==> src/rtl/pong_ball_sound.sv <==
// pong_ball_sound: pong ball mover with wall/paddle reflection, miss detection and hit beeper.
// Optional RANDOM_BOUNCE_EN: paddle reflections pick a new vertical direction from entropy[0].
module pong_ball_sound #(
    parameter int STEP_BASE = 8,
    parameter int TONE_LEN  = 50
) (
    input  logic        clk,
    input  logic        reset,
    input  logic        ball_reset,
    input  logic [4:0]  entropy,
    input  logic [3:0]  speed,
    input  logic [31:0] lpaddle,
    input  logic [31:0] rpaddle,
    output logic [4:0]  x,
    output logic [4:0]  y,
    output logic        paddle_hit,
    output logic        wall_hit,
    output logic        out_left,
    output logic        out_right,
    output logic        buzzer
);
    localparam int CW = $clog2(15 * STEP_BASE + 1);
    localparam int TW = $clog2(TONE_LEN + 1);
    logic [4:0]    x_q, x_d, y_q, y_d;
    logic          dx_q, dx_d, dy_q, dy_d;
    logic [CW-1:0] cnt_q, cnt_d, last;
    logic          paddle_hit_q, paddle_hit_d, wall_hit_q, wall_hit_d;
    logic          out_left_q, out_left_d, out_right_q, out_right_d;
    logic [TW-1:0] tone_cnt_q, tone_cnt_d;
    logic          tone_sel_q, tone_sel_d, ph_q, ph_d, buzzer_q, buzzer_d;
    logic          move, trig;
    assign last = CW'((32'd16 - 32'(speed)) * 32'(STEP_BASE) - 32'd1);
    always_comb begin
        x_d = x_q;
        y_d = y_q;
        dx_d = dx_q;
        dy_d = dy_q;
        cnt_d = cnt_q;
        paddle_hit_d = 1'b0;
        wall_hit_d = 1'b0;
        out_left_d = out_left_q;
        out_right_d = out_right_q;
        move = 1'b0;
        if (ball_reset) begin
            x_d = 5'd16;
            y_d = 5'd8 + {1'b0, entropy[3:0]};
            dx_d = entropy[4];
            dy_d = entropy[0];
            cnt_d = '0;
            out_left_d = 1'b0;
            out_right_d = 1'b0;
        end else if (speed == 4'd0 || out_left_q || out_right_q) begin
            cnt_d = '0;
        end else if (cnt_q >= last) begin
            cnt_d = '0;
            move = 1'b1;
        end else begin
            cnt_d = cnt_q + 1'b1;
        end
        if (move) begin
            if ((y_q == 5'd0 && !dy_q) || (y_q == 5'd31 && dy_q)) begin
                dy_d = ~dy_q;
                y_d = dy_q ? 5'd30 : 5'd1;
                wall_hit_d = 1'b1;
            end else begin
                y_d = dy_q ? y_q + 5'd1 : y_q - 5'd1;
            end
            // horizontal decisions look at the row the ball occupied before this move
            if (x_q == 5'd1 && !dx_q) begin
                dx_d = lpaddle[y_q] ? 1'b1 : dx_q;
                x_d = lpaddle[y_q] ? 5'd2 : 5'd0;
                paddle_hit_d = lpaddle[y_q];
                out_left_d = !lpaddle[y_q];
            end else if (x_q == 5'd30 && dx_q) begin
                dx_d = rpaddle[y_q] ? 1'b0 : dx_q;
                x_d = rpaddle[y_q] ? 5'd29 : 5'd31;
                paddle_hit_d = rpaddle[y_q];
                out_right_d = !rpaddle[y_q];
            end else begin
                x_d = dx_q ? x_q + 5'd1 : x_q - 5'd1;
            end
`ifdef RANDOM_BOUNCE_EN
            if (paddle_hit_d) dy_d = entropy[0];
`else
`endif
        end
    end
    // ph_q halves the toggle rate for the low (wall) tone
    always_comb begin
        trig = speed != 4'd0 && (paddle_hit_q || wall_hit_q);
        tone_cnt_d = trig ? TW'(TONE_LEN) : (tone_cnt_q != '0 ? tone_cnt_q - 1'b1 : '0);
        tone_sel_d = trig ? paddle_hit_q : tone_sel_q;
        ph_d = !trig && tone_cnt_q != '0 && !ph_q;
        buzzer_d = (trig || tone_cnt_q == '0) ? 1'b0 : ((tone_sel_q || ph_q) ? ~buzzer_q : buzzer_q);
    end
    always_ff @(posedge clk) begin
        if (reset) begin
            x_q <= 5'd16;
            y_q <= 5'd16;
            dx_q <= 1'b1;
            dy_q <= 1'b1;
            cnt_q <= '0;
            paddle_hit_q <= 1'b0;
            wall_hit_q <= 1'b0;
            out_left_q <= 1'b0;
            out_right_q <= 1'b0;
            tone_cnt_q <= '0;
            tone_sel_q <= 1'b0;
            ph_q <= 1'b0;
            buzzer_q <= 1'b0;
        end else begin
            x_q <= x_d;
            y_q <= y_d;
            dx_q <= dx_d;
            dy_q <= dy_d;
            cnt_q <= cnt_d;
            paddle_hit_q <= paddle_hit_d;
            wall_hit_q <= wall_hit_d;
            out_left_q <= out_left_d;
            out_right_q <= out_right_d;
            tone_cnt_q <= tone_cnt_d;
            tone_sel_q <= tone_sel_d;
            ph_q <= ph_d;
            buzzer_q <= buzzer_d;
        end
    end
    assign x = x_q;
    assign y = y_q;
    assign paddle_hit = paddle_hit_q;
    assign wall_hit = wall_hit_q;
    assign out_left = out_left_q;
    assign out_right = out_right_q;
    assign buzzer = buzzer_q;
endmodule

==> config.mk <==
export PLATFORM = sky130hd
export DESIGN_NAME = pong_ball_sound
export DESIGN_NICKNAME = d
export VERILOG_FILES = /design/src/rtl/pong_ball_sound.sv
export SDC_FILE = /design/constraint.sdc
export NUM_CORES = 1
export LEC_CHECK = 0
export BUFFER_PORTS_ARGS = -buffer_cell sky130_fd_sc_hd__buf_4
export CORE_ASPECT_RATIO = 1.25
export CORE_MARGIN = 5
export CORE_UTILIZATION = 35
export CTS_CLUSTER_DIAMETER = 120
export DETAILED_ROUTE_END_ITERATION = 12
export PLACE_DENSITY = 0.69
export SYNTH_ARGS = -nofsm -noshare
export SYNTH_HDL_FRONTEND = slang
export SYNTH_SLANG_ARGS = --single-unit
==> constraint.sdc <==
create_clock -name clk -period 4.05 [get_ports clk]
set_input_delay 1.215 -clock clk [delete_from_list [all_inputs] [get_ports clk]]
set_output_delay 1.215 -clock clk [all_outputs]
set_load 0.02 [all_outputs]
==> results of run 1 <==
area by class of cell:
class	count	share of cell area (%)
sequential	32	20.2
inverter	13	1.53
clock inverter	2	0.315
clock buffer	6	2.60
tap	87	3.42
multi-input combinational	233	50.7
timing repair buffer	90	21.2
stage by stage:
stage | instances | utilization [%]
after floorplan | 293 | -
after global placement | 455 | 46.5
after detailed placement | 455 | 46.5
after CTS | 463 | 47.9
after global routing | 463 | 47.9
final | 463 | 47.9
worst max path at each step:
stage               startpoint   end  cells after the start
CTS                   speed[0]  dx_q                     14
global route          speed[1]  dx_q                     14
detailed placement    speed[0]  y[4]                     14
floorplan             speed[1]  x[4]                     13
global placement      speed[0]  y[4]                     14
finish                speed[0]  y[4]                     14
report_power, final:
group	internal, mW	switching (mW)
logic	0.167	0.141
clock network	0.135	0.117
registers	0.356	0.0384
total	0.658	0.296
layer usage:
metal | GRT usage [%] | part of all wire, % | vias to the layer above
met5 | 0 | 0 | -
met4 | 4.08 | 0.70 | 0
met3 | 4.80 | 9.1 | 4
met2 | 26.7 | 47 | 93
met1 | 18.0 | 43 | 1036
li1 | - | - | 1213
placed cells by master (no fill, tap or decap), drive strengths merged, types with 7 or more instances in the layout:
master / n
a21oi: 29
a22oi: 17
buf: 90
dfxtp: 32
ha: 15
inv: 13
mux2i: 34
nand2: 18
nand3: 10
nor2: 29
nor3: 7
o21ai: 14
xnor2: 7
xor2: 10
synth_stat cells, drive strengths merged, types with 2 or more instances:
cell type / count / area [um2]
o21ai: 14 / 70.1
or2: 4 / 25.0
buf: 10 / 86.3
xor2: 10 / 87.6
a21oi: 29 / 145
and3: 4 / 25.0
ha: 15 / 188
nand2: 18 / 67.6
clkbuf: 5 / 18.8
mux2i: 34 / 340
a21o: 2 / 15.0
nand2b: 5 / 31.3
nand4: 2 / 12.5
nor3: 7 / 40.0
nand3: 10 / 50.1
dfxtp: 32 / 641
a211oi: 2 / 15.0
inv: 13 / 48.8
xnor2: 7 / 61.3
nor2b: 2 / 12.5
o22ai: 3 / 18.8
nor2: 29 / 111
a22oi: 17 / 133
a31oi: 2 / 12.5
cell families (layout without fill, tap and decap cells):
kind of cell	after synthesis	after routing	synth area share [%]
flip-flops	32	32	26.6
adder cells (fa/ha/maj)	16	16	8.62
XOR/XNOR	17	17	6.18
buffers and inverters	28	111	6.39
AO/OA/AOI/OAI	78	78	20.1
AND/OR/NAND/NOR	87	87	17.6
multiplexers	35	35	14.6
worst max-delay path, cell delays in order:
cell and delay, ps:
buf_4 100, inv_1 40, ha_1 330, nand2_1 80, o21ai_0 70, o22a_1 190, nor2_1 110, xor2_1 160
ha_1 240, a21oi_1 180, nand2b_1 400, nor2_1 120, mux2i_1 160, a21boi_1 70
state kept, by name, summed over array words and instances (netlist names), 5 cells and up:
register,count
cnt_q,7
tone_cnt_q,6
x,5
y,5
==> impl_metrics.yaml, run 1 <==
floorplanning:
  die_area_mm2: 0.00865
  die_w_um: 84.2
  die_h_um: 103
  io_pins: 91
  start_util_pct: 36.2
  row_count: 33
  core_area_mm2: 0.00665
sta:
  clock.fmax_ghz: 0.300
  worstMarginPinSlew_ps: 1050
  period_share_pct: 82.3
  rsz0062_at_grt: "false"
  hold_viol: 0
  fin_tns_setup_ps: 0
  hold_ws_ps: 411
  clock_skew_ps: 8.10
  slew_viol_final: 0
  postLayoutSetupSlackWorst_ps: 715
  relSlewSlack_pct: 29.9
  fin_crit_ps: 3330
  finalSetupViolations: 0
clock_network:
  cts_buffers: 5
  cts_tree: "built"
  numClockSinks: 32
  clk_latency_ps: 290
  h-tree-depth: 2
  clk_path_buf_depth: 2
  cts_resized: 0
  cts-root-buf: "clkbuf_8"
  cts_setup_buffers: 0
  cts_hold_buf: 0
  clkTransAtPathRegs_ps: 70
final_layout:
  multi_input_area_mm2: 0.00161
  nets: 467
  area_delta_synth_final_pct: 32.1
  diodes: 0
  seq_area_um2: 642
  drive_gt1_share_pct: 28.7
  fill_cells: 656
  finish.instance_area_mm2: 0.00318
worst_setup_path:
  reg2reg_depth: 7
  end_kind: "flop"
  cp_data_required_time_ps: 4210
  start_kind: "input port"
  r2r_slack_ps: 1550
  critPathArrivalTime_ps: 3500
  r2r-start: "y[1]"
  critPathMaxFanout: 11
  reg2reg_to: "out_left"
  critPathKind: "in -> reg"
route:
  vias_per_cell: 5.07
  num_vias: 2346
  drt.antenna.violating_nets: 0
  wl_per_cell_um: 14.1
  dr.first_iter.drc_count: 121
  dr.pass1.iters: 4
  wirelength_um: 6530
  drc: 0
global_routing:
  grt_pass1_wl_um: 10800
  grt_overflow_total: 0
  first_global_vias: 2284
  grt_util_all_layers_pct: 15.2
  antenna_found_initial: 0
  grt_max_degree: 39
logic_synthesis:
  synthesis.area_mm2: 0.00241
  ys_warn_count: 0
  syn_avg_cell_area_um2: 8.22
  synthArstFlopShare_pct: 0
  syn_nets: 385
  ys_ff_latch: 32
  syn_inst: 293
  ys_seq_area_share_pct: 26.6
  yosysUniqueCellTypes: 49
  synth_edf_count: 0
  synthFlopType: "dfxtp_1"
power_and_ir_drop:
  power_density_mw_per_mm2: 300
  power.total_uw: 955
  peakVddDrop_mv: 0.321
  leakage_nw: 1.40
placed_design:
  place_congestion: 0.876
  place_area_mm2: 0.00309
  portBuffers: 90
  dp_hpwl_um: 5160
  pre_cts_ws_ps: 391
hold_path:
  hold_path_end: "ph_q"
  min_path_cells: 1
  hold_class: "reg -> reg"
  min-delay-start: "ph_q"
run_status:
  status: "finished, final reports clean"
job:
  max_cap_violations: 0
Power figures use the tool's default switching activity.
==> run 2: changes to the inputs <==
- PLACE_DENSITY: 0.69 -> 0.72
- clock period: 4.05 -> 2.8 ns (I/O delays scaled with it)
==> impl_metrics.yaml, run 2 (same netlist as run 1, synthesis figures left out) <==
floorplanning:
  die_area_mm2: 0.00865
  core_area_mm2: 0.00665
  start_util_pct: 36.2
  row_count: 33
  io_pins: 91
  die_w_um: 84.2
  die_h_um: 103
clock_network:
  clk_latency_ps: 280
  cts_hold_buf: 0
  clk_path_buf_depth: 2
  cts_resized: 0
  cts_setup_buffers: 0
  cts-root-buf: "clkbuf_8"
  cts_buffers: 5
  cts_tree: "built"
  numClockSinks: 32
  h-tree-depth: 2
  clkTransAtPathRegs_ps: 70
final_layout:
  final_cells: 471
  layout_top_registers: "cnt_q: 7 flops, tone_cnt_q: 6 flops"
  diodes: 0
  largest_reg_flops: 7
  finish.instance_area_mm2: 0.00331
  layout_common_cells: "buf_4, mux2i_1, dfxtp_1, a21oi_1, nor2_1"
  regMostFlops: "cnt_q"
  drive_gt1_share_pct: 32.6
  layout_commonest_cell: "buf_4"
  area_delta_synth_final_pct: 37.3
  fill_cells: 663
  nets: 475
global_routing:
  antenna_found_initial: 0
  grt_util_all_layers_pct: 15.3
  grt_max_degree: 21
  grt_overflow_total: 0
  grt_pass1_wl_um: 11000
  first_global_vias: 2384
hold_path:
  min-delay-start: "ph_q"
  min_path_cells: 1
  hold_class: "reg -> reg"
  hold_path_end: "ph_q"
power_and_ir_drop:
  switchingPower_uw: 439
  p_comb_share_pct: 33.5
  peakVddDrop_mv: 0.367
  power_density_mw_per_mm2: 423
  intPower_uw: 960
  power.share.clock_pct: 26.1
  seqPwrFrac_pct: 40.4
  leakage_nw: 1.46
  p_sw_share_pct: 31.4
sta:
  relSlewSlack_pct: 53.1
  slew_viol_final: 0
  fin_tns_setup_ps: 0
  clock.fmax_ghz: 0.371
  fin_crit_ps: 2700
  clock_skew_ps: 8.50
  worstMarginPinSlew_ps: 700
  finalSetupViolations: 0
  hold_ws_ps: 420
  period_share_pct: 96.3
  hold_viol: 0
placed_design:
  dp_cells: 461
  place_area_mm2: 0.00316
  portBuffers: 90
  dp_hpwl_um: 5290
  place_congestion: 0.898
route:
  num_vias: 2463
  wl_per_cell_um: 14.3
  vias_per_cell: 5.23
  drc: 0
  dr.pass1.iters: 6
  drt.antenna.violating_nets: 0
  wirelength_um: 6740
  dr.first_iter.drc_count: 63
worst_setup_path:
  r2r_slack_ps: 580
  end_kind: "flop"
  max_stage_delay_ps: 260
  r2r-start: "y[0]"
  critical_path.top_delay_family: "compound AO/OA/AOI/OAI gates"
  cp_num_buf_inv: 3
  critPathMaxFanout: 6
  start_kind: "input port"
  worst_path_most_repeated_cell: "a21oi_1"
  worstPathCellList: "buf_4 > inv_4 > ha_4 > nor2_2 > a21oi_1 > o22a_1 > nor2_1 > xor2_1 > ha_1 > a21oi_2 > nand2b_4 > buf_6 > o21ai_2 > a21oi_1 > a31oi_1"
  reg2reg_depth: 7
  cpMaxStageDelayCell: "ha_1"
  reg2reg_to: "paddle_hit"
  critPathArrivalTime_ps: 2840
  critPathKind: "in -> reg"
  crit_path_start: "speed[0]"
  cp_data_required_time_ps: 2940
job:
  max_cap_violations: 0
run_status:
  status: "finished, final reports clean"
==> run 2: power groups by stage <==
stage               Combinational [mW]  Sequential, mW  Clock [mW]
floorplan                        0.310           0.572           0
global placement                 0.455           0.574           0
CTS                              0.471           0.568       0.376
finish                           0.468           0.566       0.365
detailed placement               0.470           0.576           0
global route                     0.532           0.577       0.400
==> run 2: per-layer routing <==
metal  GRT usage (%)  vias to the layer above  part of all wire [%]
met5               0                        -                     0
met4            3.47                        0                   1.8
met3            5.68                       12                   9.5
met2            26.8                      110                    47
met1            18.0                     1111                    42
li1                -                     1230                     -
==> run 2: through the flow <==
step	utilization [%]	setup slack [ps]	power, mW
2_1_floorplan	-	11.3	0.882
3_3_place_gp	47.6	-189	1.03
3_5_place_dp	47.6	-292	1.05
4_1_cts	49.0	3.36	1.41
5_1_grt	49.7	-43.2	1.51
6_report	49.7	102	1.40
==> run 2: final cells by class <==
| class | count | area (um2) | area share [%] |
|---|---|---|---|
| flip-flops and latches | 32 | 642 | 19.4 |
| clock buffers | 6 | 82.6 | 2.50 |
| multi-input cells | 234 | 1670 | 50.4 |
| inverters | 13 | 53.8 | 1.63 |
| clock inverters | 2 | 10.0 | 0.303 |
| repair buffers | 97 | 744 | 22.5 |
| well taps | 87 | 109 | 3.29 |
==> run 2: how the worst max path moves through the flow <==
| stage | to | depth (start not counted) | slack, ps |
|---|---|---|---|
| 2_1_floorplan | x[4] | 13 | 10 |
| 3_3_place_gp | y[1] | 14 | -190 |
| 3_5_place_dp | y[1] | 14 | -290 |
| 4_1_cts | y[1] | 14 | 3 |
| 5_1_grt | dx_q | 15 | -40 |
| 6_report | dx_q | 15 | 100 |
==> run 3: changes to the inputs <==
- CORE_UTILIZATION: 35 -> 45
- PLACE_DENSITY: 0.72 -> 0.86
==> impl_metrics.yaml, run 3 (same netlist as run 1, synthesis figures left out) <==
run_status:
  status: "complete, but fails checks"
  violations: "setup timing"
final_layout:
  area_delta_synth_final_pct: 38.6
  layout_common_cells: "buf_4, mux2i_1, dfxtp_1, a21oi_1, nor2_1"
  layout_top_registers: "cnt_q: 7 flops, tone_cnt_q: 6 flops"
  largest_reg_flops: 7
  nets: 478
  diodes: 0
  drive_gt1_share_pct: 33.3
  fin_util_pct: 64.8
  regMostFlops: "cnt_q"
  final_cells: 449
  layout_commonest_cell: "buf_4"
worst_setup_path:
  cp_num_buf_inv: 3
  cp_data_required_time_ps: 2950
  start_kind: "input port"
  end_kind: "flop"
  max_stage_delay_ps: 260
  cpMaxStageDelayCell: "ha_1"
  critPathMaxFanout: 5
  critPathKind: "in -> reg"
  worstPathCellList: "buf_4 > inv_4 > ha_4 > nand2_1 > o21ai_0 > o22a_1 > nor2_2 > xor2_1 > ha_1 > a21oi_2 > nand2b_4 > buf_8 > o21ai_1 > a21oi_1 > a31oi_1"
  critPathArrivalTime_ps: 2960
  critical_path.top_delay_family: "compound AO/OA/AOI/OAI gates"
route:
  wirelength_um: 7180
  highest_layer: "met4"
  drc: 0
  dr_wl_met3_um: 919
  dr.first_iter.drc_count: 111
  wl_met1_um: 2600
  drt.antenna.violating_nets: 0
  dr.pass1.iters: 4
  vias_per_cell: 5.73
  met2_length_um: 3480
  wl_per_cell_um: 16.0
  num_vias: 2572
clock_network:
  clkTransAtPathRegs_ps: 70
  clk_latency_ps: 290
  cts-root-buf: "clkbuf_8"
  h-tree-depth: 2
  cts_tree: "built"
  cts_buffers: 5
  numClockSinks: 32
  clk_path_buf_depth: 2
global_routing:
  grt_pass1_wl_um: 10400
  antenna_found_initial: 0
  first_global_vias: 2485
  grt_util_all_layers_pct: 18.6
  grt_overflow_total: 0
  grt_max_degree: 22
placed_design:
  portBuffers: 90
  pre_cts_ws_ps: -289
  place_congestion: 0.836
  dp_hpwl_um: 5280
  dp_cells: 436
sta:
  period_share_pct: 100
  worstMarginPinSlew_ps: 726
  clock.fmax_ghz: 0.356
  hold_ws_ps: 419
  relSlewSlack_pct: 51.3
  fin_crit_ps: 2810
  hold_viol: 0
  fin_tns_setup_ps: -9.80
  slew_viol_final: 0
  finalSetupViolations: 1
  clock_skew_ps: 7.81
  postLayoutSetupSlackWorst_ps: -9.80
hold_path:
  hold_class: "reg -> reg"
power_and_ir_drop:
  leakage_nw: 1.49
  p_comb_share_pct: 31.3
  peakVddDrop_mv: 0.493
  power_density_mw_per_mm2: 457
  switchingPower_uw: 449
  p_sw_share_pct: 29.4
  seqPwrFrac_pct: 36.7
  intPower_mw: 1.08
  power.share.clock_pct: 32.0
floorplanning:
  row_count: 29
  die_h_um: 91.8
  core_area_mm2: 0.00515
  io_pins: 91
  die_w_um: 75.4
  die_area_mm2: 0.00692
  start_util_pct: 46.7
job:
  max_cap_violations: 0
-- run 3: area by class of cell --
| class | instances | area [um2] |
|---|---|---|
| clock inverters | 1 | 30.0 |
| repair buffers | 100 | 776 |
| clock buffers | 7 | 96.3 |
| inverters | 13 | 53.8 |
| multi-input cells | 234 | 1660 |
| flip-flops and latches | 32 | 642 |
| well taps | 62 | 77.6 |
| fillers | 435 | 1810 |
-- run 3: what timing repair did --
action | CTS | global route
setup endpoints to repair | 0 | 14
buffers inserted | 0 | 3
hold buffers | 0 | 0
resized for setup | 0 | 14
-- run 3: worst paths after layout --
check / end / depth (start not counted) / from / slack, ps
hold / removal: ph_q / 1 / ph_q / 420
hold reg to reg: ph_q / 1 / ph_q / 420
setup reg to reg: paddle_hit / 7 / y[0] / 540
setup / recovery: dx_q / 15 / speed[0] / -10
-- run 3: stage by stage --
step	total power [mW]	cell area, um2
final	1.53	3340
after detailed placement	1.04	3120
after global routing	1.62	3340
after global placement	1.02	3120
after floorplan	0.882	2430
after CTS	1.53	3250
-- run 3: power groups by stage --
stage                     logic, mW  clock network [mW]  registers (mW)
final                         0.478               0.488           0.560
after global routing          0.539               0.513           0.568
after CTS                     0.474               0.500           0.560
after detailed placement      0.470                   0           0.570
after global placement        0.454                   0           0.567
after floorplan               0.310                   0           0.572
-- run 3: routing by layer --
metal	vias up	GRT usage [%]
met1	1174	20.6
met4	0	7.87
met3	21	6.02
met5	-	0
met2	140	31.6
li1	1237	-
